## src/rtl/vx_gpr_bank_req.sv

```systemverilog
// Banked GPR operand-read sequencer: maps each masked source operand to a bank,
// serialises bank conflicts, merges identical registers and returns one response.
//   state | meaning
//   IDLE  | waiting for a request (req_ready=1)
//   ISSUE | one read per bank per cycle until every masked slot is issued
//   WAIT  | capture read data for the last issue cycle
//   RSP   | response held until rsp_ready
module vx_gpr_bank_req #(
  parameter int NUM_SRCS   = 3,
  parameter int NUM_BANKS  = 2,
  parameter int NR_BITS    = 6,
  parameter int WID_W      = 1,
  parameter int DATA_WIDTH = 32
) (
  input  logic                                        clk,
  input  logic                                        reset,
  input  logic                                        req_valid,
  input  logic [WID_W-1:0]                            req_wid,
  input  logic [NUM_SRCS*NR_BITS-1:0]                 req_rs,
  input  logic [NUM_SRCS-1:0]                         req_mask,
  output logic                                        req_ready,
  output logic [NUM_BANKS-1:0]                        bank_valid,
  output logic [NUM_BANKS*WID_W-1:0]                  bank_wid,
  output logic [NUM_BANKS*(NR_BITS-$clog2(NUM_BANKS))-1:0] bank_addr,
  input  logic [NUM_BANKS*DATA_WIDTH-1:0]             bank_rdata,
  output logic                                        rsp_valid,
  output logic [WID_W-1:0]                            rsp_wid,
  output logic [NUM_SRCS*DATA_WIDTH-1:0]              rsp_data,
  input  logic                                        rsp_ready
);

  localparam int BANK_BITS = $clog2(NUM_BANKS);
  localparam int AW        = NR_BITS - BANK_BITS;

  typedef enum logic [1:0] {IDLE, ISSUE, WAIT, RSP} state_t;

  state_t                         state, state_nxt;
  logic [WID_W-1:0]               wid_q;
  logic [NUM_SRCS*NR_BITS-1:0]    rs_q;
  logic [NUM_SRCS-1:0]            pending, pend_nxt;
  logic [NUM_SRCS-1:0]            merge_q   [NUM_BANKS];
  logic [NUM_SRCS-1:0]            issue_set [NUM_BANKS];
  logic [NUM_SRCS*DATA_WIDTH-1:0] coll;

  function automatic int bank_of(input logic [NR_BITS-1:0] r);
    return int'(r) % NUM_BANKS;
  endfunction

  // Per bank: lowest pending slot wins; every pending slot naming the same register rides along.
  always_comb begin
    logic               found;
    logic [NR_BITS-1:0] sel;
    found      = 1'b0;
    sel        = '0;
    pend_nxt   = pending;
    bank_valid = '0;
    bank_addr  = '0;
    bank_wid   = '0;
    for (int b = 0; b < NUM_BANKS; b++) issue_set[b] = '0;
    if (state == ISSUE) begin
      for (int b = 0; b < NUM_BANKS; b++) begin
        found = 1'b0;
        sel   = '0;
        for (int j = 0; j < NUM_SRCS; j++) begin
          if (!found && pending[j] && bank_of(rs_q[j*NR_BITS +: NR_BITS]) == b) begin
            found = 1'b1;
            sel   = rs_q[j*NR_BITS +: NR_BITS];
          end
        end
        if (found) begin
          bank_valid[b]              = 1'b1;
          bank_addr[b*AW +: AW]      = sel[NR_BITS-1:BANK_BITS];
          bank_wid[b*WID_W +: WID_W] = wid_q;
          for (int i = 0; i < NUM_SRCS; i++) begin
            if (pending[i] && rs_q[i*NR_BITS +: NR_BITS] == sel) begin
              issue_set[b][i] = 1'b1;
              pend_nxt[i]     = 1'b0;
            end
          end
        end
      end
    end
  end

  always_comb begin
    state_nxt = state;
    case (state)
      IDLE:    if (req_valid) state_nxt = (req_mask != '0) ? ISSUE : RSP;
      ISSUE:   if (pend_nxt == '0) state_nxt = WAIT;
      WAIT:    state_nxt = RSP;
      RSP:     if (rsp_ready) state_nxt = IDLE;
      default: state_nxt = IDLE;
    endcase
  end

  always_ff @(posedge clk) begin
    if (reset) state <= IDLE;
    else       state <= state_nxt;
  end

  always_ff @(posedge clk) begin
    if (reset) begin
      wid_q   <= '0;
      rs_q    <= '0;
      pending <= '0;
      coll    <= '0;
      for (int b = 0; b < NUM_BANKS; b++) merge_q[b] <= '0;
    end else begin
      for (int b = 0; b < NUM_BANKS; b++) merge_q[b] <= issue_set[b];
      if (state == IDLE && req_valid) begin
        wid_q   <= req_wid;
        rs_q    <= req_rs;
        pending <= req_mask;
        coll    <= '0;
      end else begin
        if (state == ISSUE) pending <= pend_nxt;
        // Data returns one cycle after issue; the recorded merge set says where it lands.
        for (int b = 0; b < NUM_BANKS; b++)
          for (int i = 0; i < NUM_SRCS; i++)
            if (merge_q[b][i]) coll[i*DATA_WIDTH +: DATA_WIDTH] <= bank_rdata[b*DATA_WIDTH +: DATA_WIDTH];
      end
    end
  end

  assign req_ready = (state == IDLE);
  assign rsp_valid = (state == RSP);
  assign rsp_wid   = wid_q;
  assign rsp_data  = coll;

endmodule
```

## config.mk

```make
export PLATFORM = sky130hd
export DESIGN_NAME = vx_gpr_bank_req
export DESIGN_NICKNAME = d
export VERILOG_FILES = /design/src/rtl/vx_gpr_bank_req.sv
export SDC_FILE = /design/constraint.sdc
export NUM_CORES = 1
export LEC_CHECK = 0
export CAP_MARGIN = 10
export CORE_MARGIN = 1.5
export CORE_UTILIZATION = 50
export DETAILED_ROUTE_END_ITERATION = 8
export GPL_TIMING_DRIVEN = 0
export MAX_ROUTING_LAYER = met4
export PLACE_DENSITY_LB_ADDON = 0.15
export SLEW_MARGIN = 20
export SYNTH_ARGS = -nofsm -noshare
export SYNTH_HDL_FRONTEND = slang
export SYNTH_SLANG_ARGS = --single-unit
export TNS_END_PERCENT = 1
```

## constraint.sdc

```tcl
create_clock -name clk -period 6.15 [get_ports clk]
set_clock_uncertainty 0.2 [all_clocks]
set_input_delay 1.23 -clock clk [delete_from_list [all_inputs] [get_ports clk]]
set_output_delay 1.23 -clock clk [all_outputs]
set_load 0.005 [all_outputs]
```

* Word level (Yosys, flattened, before mapping)
Memories as Yosys holds them, arrays and structs flattened.
Index checks and enable logic that the tools add are counted.
** Word-level totals
- Flip-flop bits (word level) :: 120
- Bits in writable memories :: 6
- Logic and storage cells :: 120
- Memories kept :: 1
** Cells by class
- Equal/unequal tests :: 12
- Mux-type cells :: 65
- Bitwise operators :: 2
- Reduce and logical (&&, ||, !) cells :: 33
** Memories
- merge_q :: words 2, bits a word 3, read ports 2, clocked after Yosys merged registers in 0, wr ports 2, RTL line 41 : logic [NUM_SRCS-1:0] merge_q [NUM_BANKS];
** Operators by type and width (number)
- 2-to-1 mux 32 bit :: 6
- zero test 32 bit :: 3
- 2-to-1 mux 6 bit :: 9
- equality test 6 bit :: 6
- 2-to-1 mux 1 bit :: 31
- 2-to-1 mux 3 bit :: 9
- logical AND 1 bit :: 17
- 2-to-1 mux 2 bit :: 6
- 2-to-1 mux 10 bit :: 1
- 2-to-1 mux 5 bit :: 2
- case mux 2 bit (4 select lines) :: 1
- nonzero test 2 bit :: 4
- equality test 2 bit, second input constant :: 2
- zero test 1 bit :: 4
- != test 2 bit, second input constant :: 2
- zero test 3 bit :: 1
- AND reduction 3 bit :: 1
- nonzero test 3 bit :: 1
- equality test 2 x 1 -> 1 bit, second input constant :: 1
- zero test 2 bit :: 1
- != test 2 x 1 -> 1 bit, second input constant :: 1
- OR 1 bit :: 2
- OR reduction 2 bit :: 1

* Longest topological paths before layout
- Depth after elaboration :: 24
- Mapped depth :: 9
- Gate-level depth less buffers :: 8

* Worst setup path before layout
OpenSTA, ideal clock, no wires.
- Kind :: register -> output
- Start :: reg pending[0]
- End :: out bank_valid[0]
- Arrival time :: 1.442 ns
- Required time :: 4.720 ns
- Path slack :: 3.278 ns
- Cell stages (with the launch flop) :: 6
- Buffers on the path :: 2
- Cell sequence :: dfxtp_1 -> buf_6 -> and2b_2 -> o31ai_1 -> clkbuf_1 -> inv_1
** Between the ends
- Longest elaborated chain between the ends :: 15
** Ends and longest elaborated chain
- start, declared :: RTL line 40 : logic [NUM_SRCS-1:0] pending, pend_nxt;
- start signal, assigned :: RTL line 113 : pending <= req_mask;
- start signal, assigned :: RTL line 116 : if (state == ISSUE) pending <= pend_nxt;
- logical AND 1 bit * :: RTL line 65 : if (!found && pending[j] && bank_of(rs_q[j*NR_BITS +: NR_BITS]) == b) begin
- 2-to-1 mux 1 bit * :: RTL line 65
- 2-to-1 mux 1 bit * :: RTL line 60 : if (state == ISSUE) begin
- zero test 1 bit :: RTL line 65
- logical AND 1 bit (2 in a row) :: RTL line 65
- 2-to-1 mux 1 bit * :: RTL line 65
- 2-to-1 mux 1 bit * :: RTL line 60
- zero test 1 bit :: RTL line 65
- logical AND 1 bit (2 in a row) :: RTL line 65
- 2-to-1 mux 1 bit * :: RTL line 65
- 2-to-1 mux 1 bit * :: RTL line 60
- 2-to-1 mux 1 bit * :: RTL line 70 : if (found) begin
- 2-to-1 mux 2 bit * :: RTL line 60
- end, declared :: RTL line 22 : output logic [NUM_BANKS-1:0] bank_valid,
Mark *: on every way between the ends. The rest lies on a longest branch, timed or not. The select of a mux whose other input is x is not followed.

* Final worst setup path
- Start :: reg pending[0]
- End :: out bank_addr[4]
** Between the ends
- Longest elaborated chain between the ends :: 15
** Ends and longest elaborated chain
- logical AND 1 bit * :: RTL line 65
- 2-to-1 mux 1 bit :: RTL line 65
- 2-to-1 mux 1 bit :: RTL line 60
- zero test 1 bit :: RTL line 65
- logical AND 1 bit (2 in a row) :: RTL line 65
- 2-to-1 mux 1 bit :: RTL line 65
- 2-to-1 mux 1 bit :: RTL line 60
- zero test 1 bit :: RTL line 65
- logical AND 1 bit (2 in a row) :: RTL line 65
- 2-to-1 mux 6 bit or 2-to-1 mux 1 bit (tied branches) :: RTL line 65
- 2-to-1 mux 6 bit or 2-to-1 mux 1 bit (tied branches) :: RTL line 60
- 2-to-1 mux 5 bit * :: RTL line 70
- 2-to-1 mux 10 bit * :: RTL line 60
- end, declared :: RTL line 24 : output logic [NUM_BANKS*(NR_BITS-$clog2(NUM_BANKS))-1:0] bank_addr,
Marks and branches as above.

==> flow_metrics.tcl <==
set metrics [dict create \
    holdBufCountCts 0 \
    via_per_inst 5.53 \
    first_global_vias 6168 \
    vias 6620 \
    cts_setup_buffers 0 \
    powerDensity_nw_per_um2 274 \
    clkPwrFrac_pct 43.4 \
    setup_viol 0 \
    ant_nets 0 \
    cts-htree-levels 4 \
    track_usage_pct 32.0 \
    cp.arrival_ns 2.66 \
    root_buffer "clkbuf_16" \
    drv_cap 0 \
    combPwrFrac_pct 20.7 \
    start_util_pct 51.5 \
    clk_pin_slew_ns 0.06 \
    ys.flop_type "dfxtp_1" \
    min_period_ns 4.09 \
    async_reset_ff_share_pct 0 \
    hp-class "reg -> reg" \
    min_from "rsp_wid" \
    cts_sinks 126 \
    sw_frac_of_total_pct 28.8 \
    fin_nets 1111 \
    critPathMaxFanout 10 \
    syn_inst 796 \
    port_buffers 202 \
    grt_overflow 0 \
    critPathKind "reg -> out" \
    hold_slack_ns 0.280 \
    p_int_mw 1.78 \
    tns_ns 0 \
    power.leakage_nw 3.27 \
    clk-insertion-delay-late_ns 0.43 \
    status "completed" \
    ioPinCount 203 \
    tightest_slew_ns 0.952 \
    synth_edf_count 0 \
    layout_setup_ws_ns 2.06 \
    start_kind "flip-flop" \
    antenna_found_initial 0 \
    slew_headroom_pct 34.9 \
    ys_seq_area_share_pct 40.4 \
    finalWeightedCongestion 0.920 \
    power_switching_mw 0.718 \
    rsz0062_at_grt "no" \
    rows 40 \
    die_w_um 115 \
    wl_um 20500 \
    wl_per_cell_um 17.2 \
    cts_buffer_depth 2 \
    hold_viol 0 \
    r2r_setup_slack_ns 3.01 \
    cts_buffers 17 \
    worstPathRequired_ns 4.72 \
    dpl_worst_slack_ns 2.47 \
    ys_warn_count 0 \
    synth_area_leaders "dfxtp_1 40%, mux2i_1 16%, nor2_1 13%, a21oi_1 10%, nand2_1 3.5%" \
    syn-cell-area_um2 6240 \
    die-area_um2 13200 \
    core_area_um2 12100 \
    fin_crit_sh_pct 66.5 \
    synth_area_per_cell_um2 7.84 \
    end_kind "primary output" \
    seq_power_share_pct 36.0 \
    layout-drive-gt1-share_pct 4.47 \
    drc_errors 0 \
    die_h_um 115 \
    crit_path_start "pending[0]" \
    areaGrowthSynthToFinish_pct 45.9 \
    grt_pass1_wl_um 31800 \
    drt_pass1_iterations 5 \
    cts_tree "yes" \
    final_cell_mix "208 x nor2_1, 202 x clkdlybuf4s50_1, 127 x a21oi_1" \
    synth.distinct_cells 50 \
    r2r-start "rs_q[16]" \
    ys_seq_elements 126 \
    drt-initial-drc-count 439 \
    synth_fp_nets 890 \
    hpwlAfterDp_um 14200 \
    fmax_mhz 245 \
    drv_slew 0 \
    synth.top_cell.area_share_pct 40.4 \
    n_antenna_cell 0 \
    grt_max_degree 17 \
    ctsResizeCount 0 \
    vdd_drop_max_uv 168 \
    layout_commonest_cell "nor2_1" \
    synth_top_area_cell "dfxtp_1" \
]
==> registers in the layout, indices dropped and copies added (netlist names) <==
signal	flops
rs_q	18
state	2
rsp_wid	1
pending	3
rsp_data	96
merge_q	6
==> critical path, cell delays in order, from the launching register on <==
cell,delay [ns]
dfxtp_1,0.37
buf_6,0.17
and2b_2,0.24
o31ai_1,0.42
clkbuf_1,0.46
a21oi_1,0.10
clkdlybuf4s50_1,0.47
==> cells in the mapped netlist (all sizes together) (2+ instances only) <==
library cell / n
nor4b: 2
and3b: 3
and3: 2
nor4: 3
nor2b: 8
buf: 32
nand3: 8
clkbuf: 31
inv: 13
o311ai: 6
o31ai: 2
a221oi: 4
a31oi: 7
a22oi: 4
nor2: 208
or2b: 2
and2b: 3
nand2b: 6
mux2i: 99
nand4: 2
ha: 4
nand2: 59
a211oi: 2
o21ai: 5
and2: 4
a21boi: 4
a32oi: 2
dfxtp: 126
o22ai: 3
nand3b: 2
a21oi: 127
o2111ai: 2
==> per-stage QoR <==
step                power, mW  cells  cell area (um2)  utilization, %
finish                   2.49   1198             9110            75.2
global route             2.59   1198             9110            75.2
CTS                      2.50   1198             9110            75.2
detailed placement       1.42   1166             8470            70.0
global placement         1.42   1166             8470            70.0
floorplan                1.21    796             6240               -
==> area by class of cell <==
class                   instances  area, um2
plain buffers                  63        265
clock buffers                  22        474
clock inverters                10        160
fillers                       960       3000
inverters                      13       48.8
multi-input cells             594       3400
flip-flops and latches        126       2520
well taps                     168        210
repair buffers                202       2020
==> final timing paths <==
check | to | depth (start not counted)
worst min-delay path | rsp_wid | 2
worst min register to register | rsp_wid | 2
worst max-delay path | bank_addr[4] | 6
worst max register to register | state[0] | 9
==> logic make-up after synthesis <==
family	share of synthesized area, %
flops	40.4
fa+ha+maj	0.802
mux	15.9
compound gates	16.4
simple gates	21.4
xor+xnor	0.140
buf+inv	5.03
==> power by group through the flow <==
stage	combinational [mW]	sequential [mW]	clock, mW
finish	0.516	0.897	1.08
global route	0.565	0.901	1.12
CTS	0.513	0.896	1.09
detailed placement	0.508	0.914	0
global placement	0.508	0.914	0
floorplan	0.307	0.900	0
==> per-layer routing <==
layer | track usage, % | share of wire (%) | vias to the layer above
li1 | - | - | 3175
met1 | 39.4 | 42 | 3077
met2 | 51.7 | 47 | 328
met3 | 6.35 | 8.4 | 40
met4 | 12.7 | 2.3 | 0
met5 | - | 0 | -
No activity file was read; power rests on OpenSTA's default activity.
